$ cat src/rtl/axi_arp_cache.sv
// ARP engine with a CACHE_DEPTH-entry MAC cache, gratuitous ARP after reset and bounded lookup retries.
// Optional entry aging is compiled in with `define ARP_CACHE_AGING_EN.
module axi_arp_cache #(
  parameter int          DEBUG          = 1,
  parameter logic [47:0] THIS_MAC       = 48'h010203040506,
  parameter logic [31:0] THIS_IP        = 32'hc0a80602,
  parameter int          CACHE_DEPTH    = 4,
  parameter int          TIMEOUT_CYCLES = 65535,
  parameter int          MAX_RETRIES    = 3
`ifdef ARP_CACHE_AGING_EN
  ,
  parameter int          AGE_PRESCALE   = 1000000,
  parameter int          AGE_LIMIT      = 255
`endif
) (
  input  logic        clk,
  input  logic        aresetn,
  input  logic        arp_rx_valid,
  output logic        arp_rx_ready,
  input  logic [15:0] arp_rx_opcode,
  input  logic [47:0] arp_rx_src_mac,
  input  logic [31:0] arp_rx_src_ip,
  input  logic [47:0] arp_rx_dst_mac,
  input  logic [31:0] arp_rx_dst_ip,
  output logic        arp_tx_req,
  input  logic        arp_tx_ack,
  output logic [15:0] arp_tx_opcode,
  output logic [47:0] arp_tx_src_mac,
  output logic [31:0] arp_tx_src_ip,
  output logic [47:0] arp_tx_dst_mac,
  output logic [31:0] arp_tx_dst_ip,
  input  logic        arp_lookup_req,
  input  logic [31:0] arp_lookup_ip,
  output logic [47:0] arp_lookup_mac,
  output logic        arp_lookup_valid,
  output logic        arp_lookup_fail
);
  localparam int          IW            = $clog2(CACHE_DEPTH);
  localparam logic [15:0] OPER_NONE     = 16'd0;
  localparam logic [15:0] OPER_REQUEST  = 16'd1;
  localparam logic [15:0] OPER_REPLY    = 16'd2;
  localparam logic [47:0] BROADCAST_MAC = 48'hffffffffffff;
  localparam logic [31:0] BROADCAST_IP  = 32'hffffffff;

  typedef enum logic [2:0] {S_RESET, S_GRATUITOUS, S_LISTEN, S_WAIT_ACK, S_WAIT_REPLY} state_t;

  state_t state, state_nxt, ret_state;

  logic [CACHE_DEPTH-1:0] ent_vld;
  logic [31:0]            ent_ip  [CACHE_DEPTH];
  logic [47:0]            ent_mac [CACHE_DEPTH];
  logic [IW-1:0]          victim;
  logic [31:0]            pending_ip;
  logic [3:0]             retries;
  logic [15:0]            timer;

  logic          match_hit, free_hit, learn_evict, learn_ok, learn_we, do_learn;
  logic [IW-1:0] match_idx, free_idx, learn_idx;
  logic          issue, start, inc_retry, timer_dec, fail_set;
  logic [15:0]   issue_op;
  logic [47:0]   issue_mac;
  logic [31:0]   issue_ip;
  state_t        issue_ret;

  assign arp_tx_src_mac = THIS_MAC;
  assign arp_tx_src_ip  = THIS_IP;

  always_comb begin
    arp_lookup_valid = 1'b0;
    arp_lookup_mac   = '0;
    for (int i = 0; i < CACHE_DEPTH; i++) begin
      if (ent_vld[i] && ent_ip[i] == arp_lookup_ip) begin
        arp_lookup_valid = 1'b1;
        arp_lookup_mac   = arp_lookup_mac | ent_mac[i];
      end
    end
  end

  // Descending scan so the lowest-index free entry wins.
  always_comb begin
    match_hit = 1'b0;
    match_idx = '0;
    free_hit  = 1'b0;
    free_idx  = '0;
    for (int i = CACHE_DEPTH - 1; i >= 0; i--) begin
      if (ent_vld[i] && ent_ip[i] == arp_rx_src_ip) begin
        match_hit = 1'b1;
        match_idx = IW'(i);
      end
      if (!ent_vld[i]) begin
        free_hit = 1'b1;
        free_idx = IW'(i);
      end
    end
    learn_idx   = match_hit ? match_idx : (free_hit ? free_idx : victim);
    learn_evict = !match_hit && !free_hit;
    learn_ok    = (arp_rx_src_ip != 32'd0) && (arp_rx_src_ip != THIS_IP);
    learn_we    = do_learn && learn_ok;
  end

  always_ff @(posedge clk) begin
    if (!aresetn) state <= S_RESET;
    else          state <= state_nxt;
  end

  always_comb begin
    state_nxt = state;
    do_learn  = 1'b0;
    issue     = 1'b0;
    issue_op  = OPER_NONE;
    issue_mac = BROADCAST_MAC;
    issue_ip  = BROADCAST_IP;
    issue_ret = S_LISTEN;
    start     = 1'b0;
    inc_retry = 1'b0;
    timer_dec = 1'b0;
    fail_set  = 1'b0;
    case (state)
      S_RESET: state_nxt = S_GRATUITOUS;
      S_GRATUITOUS: begin
        issue     = 1'b1;
        issue_op  = OPER_REPLY;
        issue_ip  = THIS_IP;
        state_nxt = S_WAIT_ACK;
      end
      S_LISTEN: begin
        if (arp_rx_valid) begin
          if (arp_rx_opcode == OPER_REQUEST && arp_rx_dst_ip == THIS_IP &&
              (arp_rx_dst_mac == BROADCAST_MAC || arp_rx_dst_mac == THIS_MAC)) begin
            do_learn  = 1'b1;
            issue     = 1'b1;
            issue_op  = OPER_REPLY;
            issue_mac = arp_rx_src_mac;
            issue_ip  = arp_rx_src_ip;
            state_nxt = S_WAIT_ACK;
          end else if (arp_rx_opcode == OPER_REPLY) begin
            do_learn = 1'b1;
          end
        end else if (arp_lookup_req && !arp_lookup_valid) begin
          start     = 1'b1;
          issue     = 1'b1;
          issue_op  = OPER_REQUEST;
          issue_ip  = arp_lookup_ip;
          issue_ret = S_WAIT_REPLY;
          state_nxt = S_WAIT_ACK;
        end
      end
      S_WAIT_ACK: if (arp_tx_ack) state_nxt = ret_state;
      S_WAIT_REPLY: begin
        do_learn = arp_rx_valid && arp_rx_opcode == OPER_REPLY;
        if (do_learn && arp_rx_src_ip == pending_ip) begin
          state_nxt = S_LISTEN;
        end else if (timer != 16'd0) begin
          timer_dec = 1'b1;
        end else if (retries < 4'(MAX_RETRIES)) begin
          inc_retry = 1'b1;
          issue     = 1'b1;
          issue_op  = OPER_REQUEST;
          issue_ip  = pending_ip;
          issue_ret = S_WAIT_REPLY;
          state_nxt = S_WAIT_ACK;
        end else begin
          fail_set  = 1'b1;
          state_nxt = S_LISTEN;
        end
      end
      default: state_nxt = S_RESET;
    endcase
  end

  always_comb arp_rx_ready = (state == S_LISTEN) || (state == S_WAIT_REPLY);

`ifdef ARP_CACHE_AGING_EN
  logic [31:0] age_pre;
  logic [7:0]  ent_age [CACHE_DEPTH];
  logic        age_tick;
  assign age_tick = (age_pre == 32'(AGE_PRESCALE - 1));
`endif

  always_ff @(posedge clk) begin
    if (!aresetn) begin
      arp_tx_req      <= 1'b0;
      arp_tx_opcode   <= OPER_NONE;
      arp_tx_dst_mac  <= BROADCAST_MAC;
      arp_tx_dst_ip   <= BROADCAST_IP;
      arp_lookup_fail <= 1'b0;
      ret_state       <= S_LISTEN;
      pending_ip      <= '0;
      retries         <= '0;
      timer           <= '0;
      victim          <= '0;
      ent_vld         <= '0;
`ifdef ARP_CACHE_AGING_EN
      age_pre <= '0;
      for (int i = 0; i < CACHE_DEPTH; i++) ent_age[i] <= '0;
`endif
    end else begin
      arp_lookup_fail <= fail_set;
      if (issue) begin
        arp_tx_req     <= 1'b1;
        arp_tx_opcode  <= issue_op;
        arp_tx_dst_mac <= issue_mac;
        arp_tx_dst_ip  <= issue_ip;
        ret_state      <= issue_ret;
      end else if (state == S_WAIT_ACK && arp_tx_ack) begin
        arp_tx_req    <= 1'b0;
        arp_tx_opcode <= OPER_NONE;
        if (ret_state == S_WAIT_REPLY) timer <= 16'(TIMEOUT_CYCLES);
      end
      if (start) begin
        pending_ip <= arp_lookup_ip;
        retries    <= '0;
      end
      if (inc_retry) retries <= retries + 4'd1;
      if (timer_dec) timer <= timer - 16'd1;
      if (learn_we && learn_evict) victim <= victim + IW'(1);
`ifdef ARP_CACHE_AGING_EN
      age_pre <= age_tick ? 32'd0 : age_pre + 32'd1;
`endif
      for (int i = 0; i < CACHE_DEPTH; i++) begin
        if (learn_we && learn_idx == IW'(i)) begin
          ent_vld[i] <= 1'b1;
`ifdef ARP_CACHE_AGING_EN
          ent_age[i] <= '0;
`endif
        end
`ifdef ARP_CACHE_AGING_EN
        else if (age_tick && ent_vld[i]) begin
          if (ent_age[i] != 8'hff) ent_age[i] <= ent_age[i] + 8'd1;
          if (ent_age[i] + 8'd1 == 8'(AGE_LIMIT)) ent_vld[i] <= 1'b0;
        end
`endif
      end
    end
  end

  // Table payload needs no reset; the valid bits gate every use of it.
  always_ff @(posedge clk) begin
    if (learn_we) begin
      ent_ip[learn_idx]  <= arp_rx_src_ip;
      ent_mac[learn_idx] <= arp_rx_src_mac;
    end
  end
endmodule

$ cat config.mk
export PLATFORM = sky130hd
export DESIGN_NAME = axi_arp_cache
export DESIGN_NICKNAME = d
export VERILOG_FILES = /design/src/rtl/axi_arp_cache.sv
export SDC_FILE = /design/constraint.sdc
export NUM_CORES = 1
export LEC_CHECK = 0
export CORE_MARGIN = 3
export CORE_UTILIZATION = 25
export DETAILED_ROUTE_END_ITERATION = 7
export PLACE_DENSITY = 0.54
export SLEW_MARGIN = 20
export SYNTH_ARGS = -nofsm -noshare
export SYNTH_HDL_FRONTEND = slang
export SYNTH_SLANG_ARGS = --single-unit
$ cat constraint.sdc
create_clock -name clk -period 7.86 [get_ports clk]
set_clock_uncertainty 0.05 [all_clocks]
set_input_delay 1.179 -clock clk [delete_from_list [all_inputs] [get_ports clk]]
set_output_delay 1.179 -clock clk [all_outputs]
set_load 0.02 [all_outputs]
==> flow_summary.toml <==
[setup_path]
worst-path-buf-inv = 4
path_class = "in2out"
crit_family = "buffers and inverters"
cp.required_ns = 6.63
cp_data_arrival_time_ns = 5.32
crit_fanout = 25
cp_slowest_stage_delay_ns = 0.83
end_kind = "output port"
cp_cell_sequence = "clkdlybuf4s50_1 -> xor2_1 -> nor4_1 -> nand4_1 -> nor3_2 -> buf_4 -> buf_4 -> a22oi_1 -> nand2_1 -> clkdlybuf4s50_1"
cpMaxStageDelayCell = "clkdlybuf4s50_1"
rrSetupSlack_ns = 3.57
start_kind = "input port"

[detailed_routing]
route.detailed.drc = 0
drt-total-wl_um = 75700
drtPass1Iterations = 5
ant_nets = 0
initialDrtViolationCount = 1277
vias = 15716
via_per_inst = 4.87
wire_per_inst_um = 23.4

[logic_synthesis]
syn_area_um2 = 21100
synth_edf_count = 320
ys_ff_latch = 467
synthFlopType = "edfxtp_1"
syn_inst = 1827
yosysWarningCount = 0
yosysSeqAreaShare_pct = 59.5
async_flop_share_pct = 0
synthDistinctLibCells = 61
postSynthAreaPerCell_um2 = 11.5

[sta]
tightest_slew_ns = 1.12
holdWs_ns = 0.404
drv_slew = 0
finalCritPeriodShare_pct = 83.4
relSlewSlack_pct = 25.0
finalSetupViolations = 0
max_freq_ghz = 0.153
hold_viol_final = 0
rsz0062_at_grt = "false"
min_period_ns = 6.55
fin_setup_tns_ns = 0

[worst_hold_path]
hp-class = "reg2reg"

[power_and_ir_drop]
power.density_nw_per_um2 = 215
p_leak_nw = 9.18
vdd_drop_max_uv = 172

[layout]
layout_commonest_cell = "clkdlybuf4s50_1"
fin_cells = 3230
areaGrowthSynthToFinish_pct = 29.0
finalNetCount = 2330
final_cell_mix = "clkdlybuf4s50_1 (345), edfxtp_1 (320), nand2_1 (209), xor2_1 (182), dfxtp_1 (147)"
drive_above_1_share_pct = 6.53

[global_routing]
grt_start_max_net_pins = 82
grt_antenna_before_repair = 8
grt-ovfl-total = 0
grt_util_all_layers_pct = 16.5
grt_pass1_vias = 15663
grt_pass1_wl_um = 107000

[clock_network]
cts.clk_slew.worst_paths_ns = 0.06
cts_max_level = 2
numCtsBuffers = 52
clk_path_buf_depth = 3
clock-sinks = 467
cts_tree = "built"
root_buffer = "clkbuf_16"
ctsResizeCount = 0
ctsHoldBuffers = 0
clk_latency_ns = 0.62
cts_setup_buffers = 0

[placement]
routabilityCongestion = 0.916
placedCellCount = 3131
io_buffers = 346
hpwl_um = 52700

[die]
die_w_um = 296
io_pins = 441
start_util_pct = 25.5
die_h_um = 296
rows = 105
die_area_um2 = 87900
coreArea_um2 = 82800

[job]
cap_violations = 0

[outcome]
status = "finished, final reports clean"
==> final cells by class <==
| cell class | instances | area (µm²) |
|---|---|---|
| diodes | 1 | 2.50 |
| clock buffers | 76 | 1550 |
| clock inverters | 22 | 344 |
| fillers | 8193 | 55600 |
| inverters | 15 | 56.3 |
| multi-input cells | 1202 | 7620 |
| flip-flops and latches | 467 | 12600 |
| well taps | 1070 | 1340 |
| repair buffers | 377 | 3740 |
==> final timing paths <==
check / startpoint / end / cells past startpoint
hold reg to reg: ret_state[2] / ret_state[2] / 2
hold / removal: ret_state[2] / ret_state[2] / 2
setup / recovery: arp_lookup_ip[10] / arp_lookup_mac[5] / 10
setup reg to reg: ent_ip[3][10] / arp_tx_dst_ip[13] / 10
==> cells by family after synthesis <==
| logic type | after synthesis | share of synthesized area (%) |
|---|---|---|
| XOR/XNOR | 283 | 11.8 |
| AO/OA/AOI/OAI | 330 | 10.7 |
| buffers and inverters | 250 | 6.38 |
| multiplexers | 1 | 0.0475 |
| AND/OR/NAND/NOR | 492 | 11.4 |
| flip-flops | 467 | 59.5 |
| adder cells (fa/ha/maj) | 2 | 0.119 |
| other | 2 | 0.0356 |
==> report_power, final <==
part | switching [W] | leakage [nW] | internal [W]
clock network | 0.00104 | 0.922 | 0.00163
logic | 0.000315 | 4.18 | 0.000205
registers | 0.0000181 | 4.07 | 0.00265
==> worst register-to-register path, cell delays in order, from the launching register on <==
cell and delay [ns]:
edfxtp_1 0.41, xor2_1 0.40, nor4_1 0.22, nand4_1 0.18, nor3_2 0.06, buf_4 0.27
nor4_1 0.67, inv_2 0.30, o211ai_4 0.40, nor3b_4 0.97, a31oi_1 0.20
==> synthesized netlist by cell type, types with 19 or more instances <==
cell type	count	share of area [%]
dfxtp_1	147	14
nand3_1	22	0.52
xor2_1	182	7.6
a31oi_1	27	0.80
o221ai_1	25	1.0
nor3_1	19	0.45
clkbuf_1	115	2.0
o22ai_1	49	1.5
nor4_1	73	2.2
nand2_1	209	3.7
edfxtp_1	320	46
nor2_1	70	1.2
xnor2_1	101	4.2
a22oi_1	96	3.4
a21oi_1	55	1.3
nand4_1	47	1.4
buf_4	99	3.5
==> state kept, by name, summed over array words and instances (netlist names), 2 cells and up <==
signal	count
pending_ip	32
ent_ip	128
state	3
ent_vld	4
timer	16
ent_mac	192
arp_tx_dst_mac	48
arp_tx_opcode	2
arp_tx_dst_ip	32
victim	2
ret_state	2
retries	4
==> layer usage <==
metal / up-vias / global-route usage, % / routed length [µm]
met4: 12 / 4.98 / 2200
met2: 714 / 28.7 / 36900
li1: 7085 / - / -
met3: 129 / 3.32 / 5550
met5: - / 0 / 89
met1: 7776 / 20.5 / 31000
==> stage by stage <==
stage | power (W) | area, µm² | util [%] | worst slack [ns]
6_report | 0.00586 | 27200 | 32.9 | 1.31
3_3_place_gp | 0.00323 | 25300 | 30.6 | 1.25
3_5_place_dp | 0.00324 | 25300 | 30.6 | 1.23
5_1_grt | 0.00606 | 27200 | 32.9 | 1.18
4_1_cts | 0.00592 | 27200 | 32.9 | 1.27
2_1_floorplan | 0.00300 | 21400 | - | 0.876
Power figures use the tool's default switching activity.
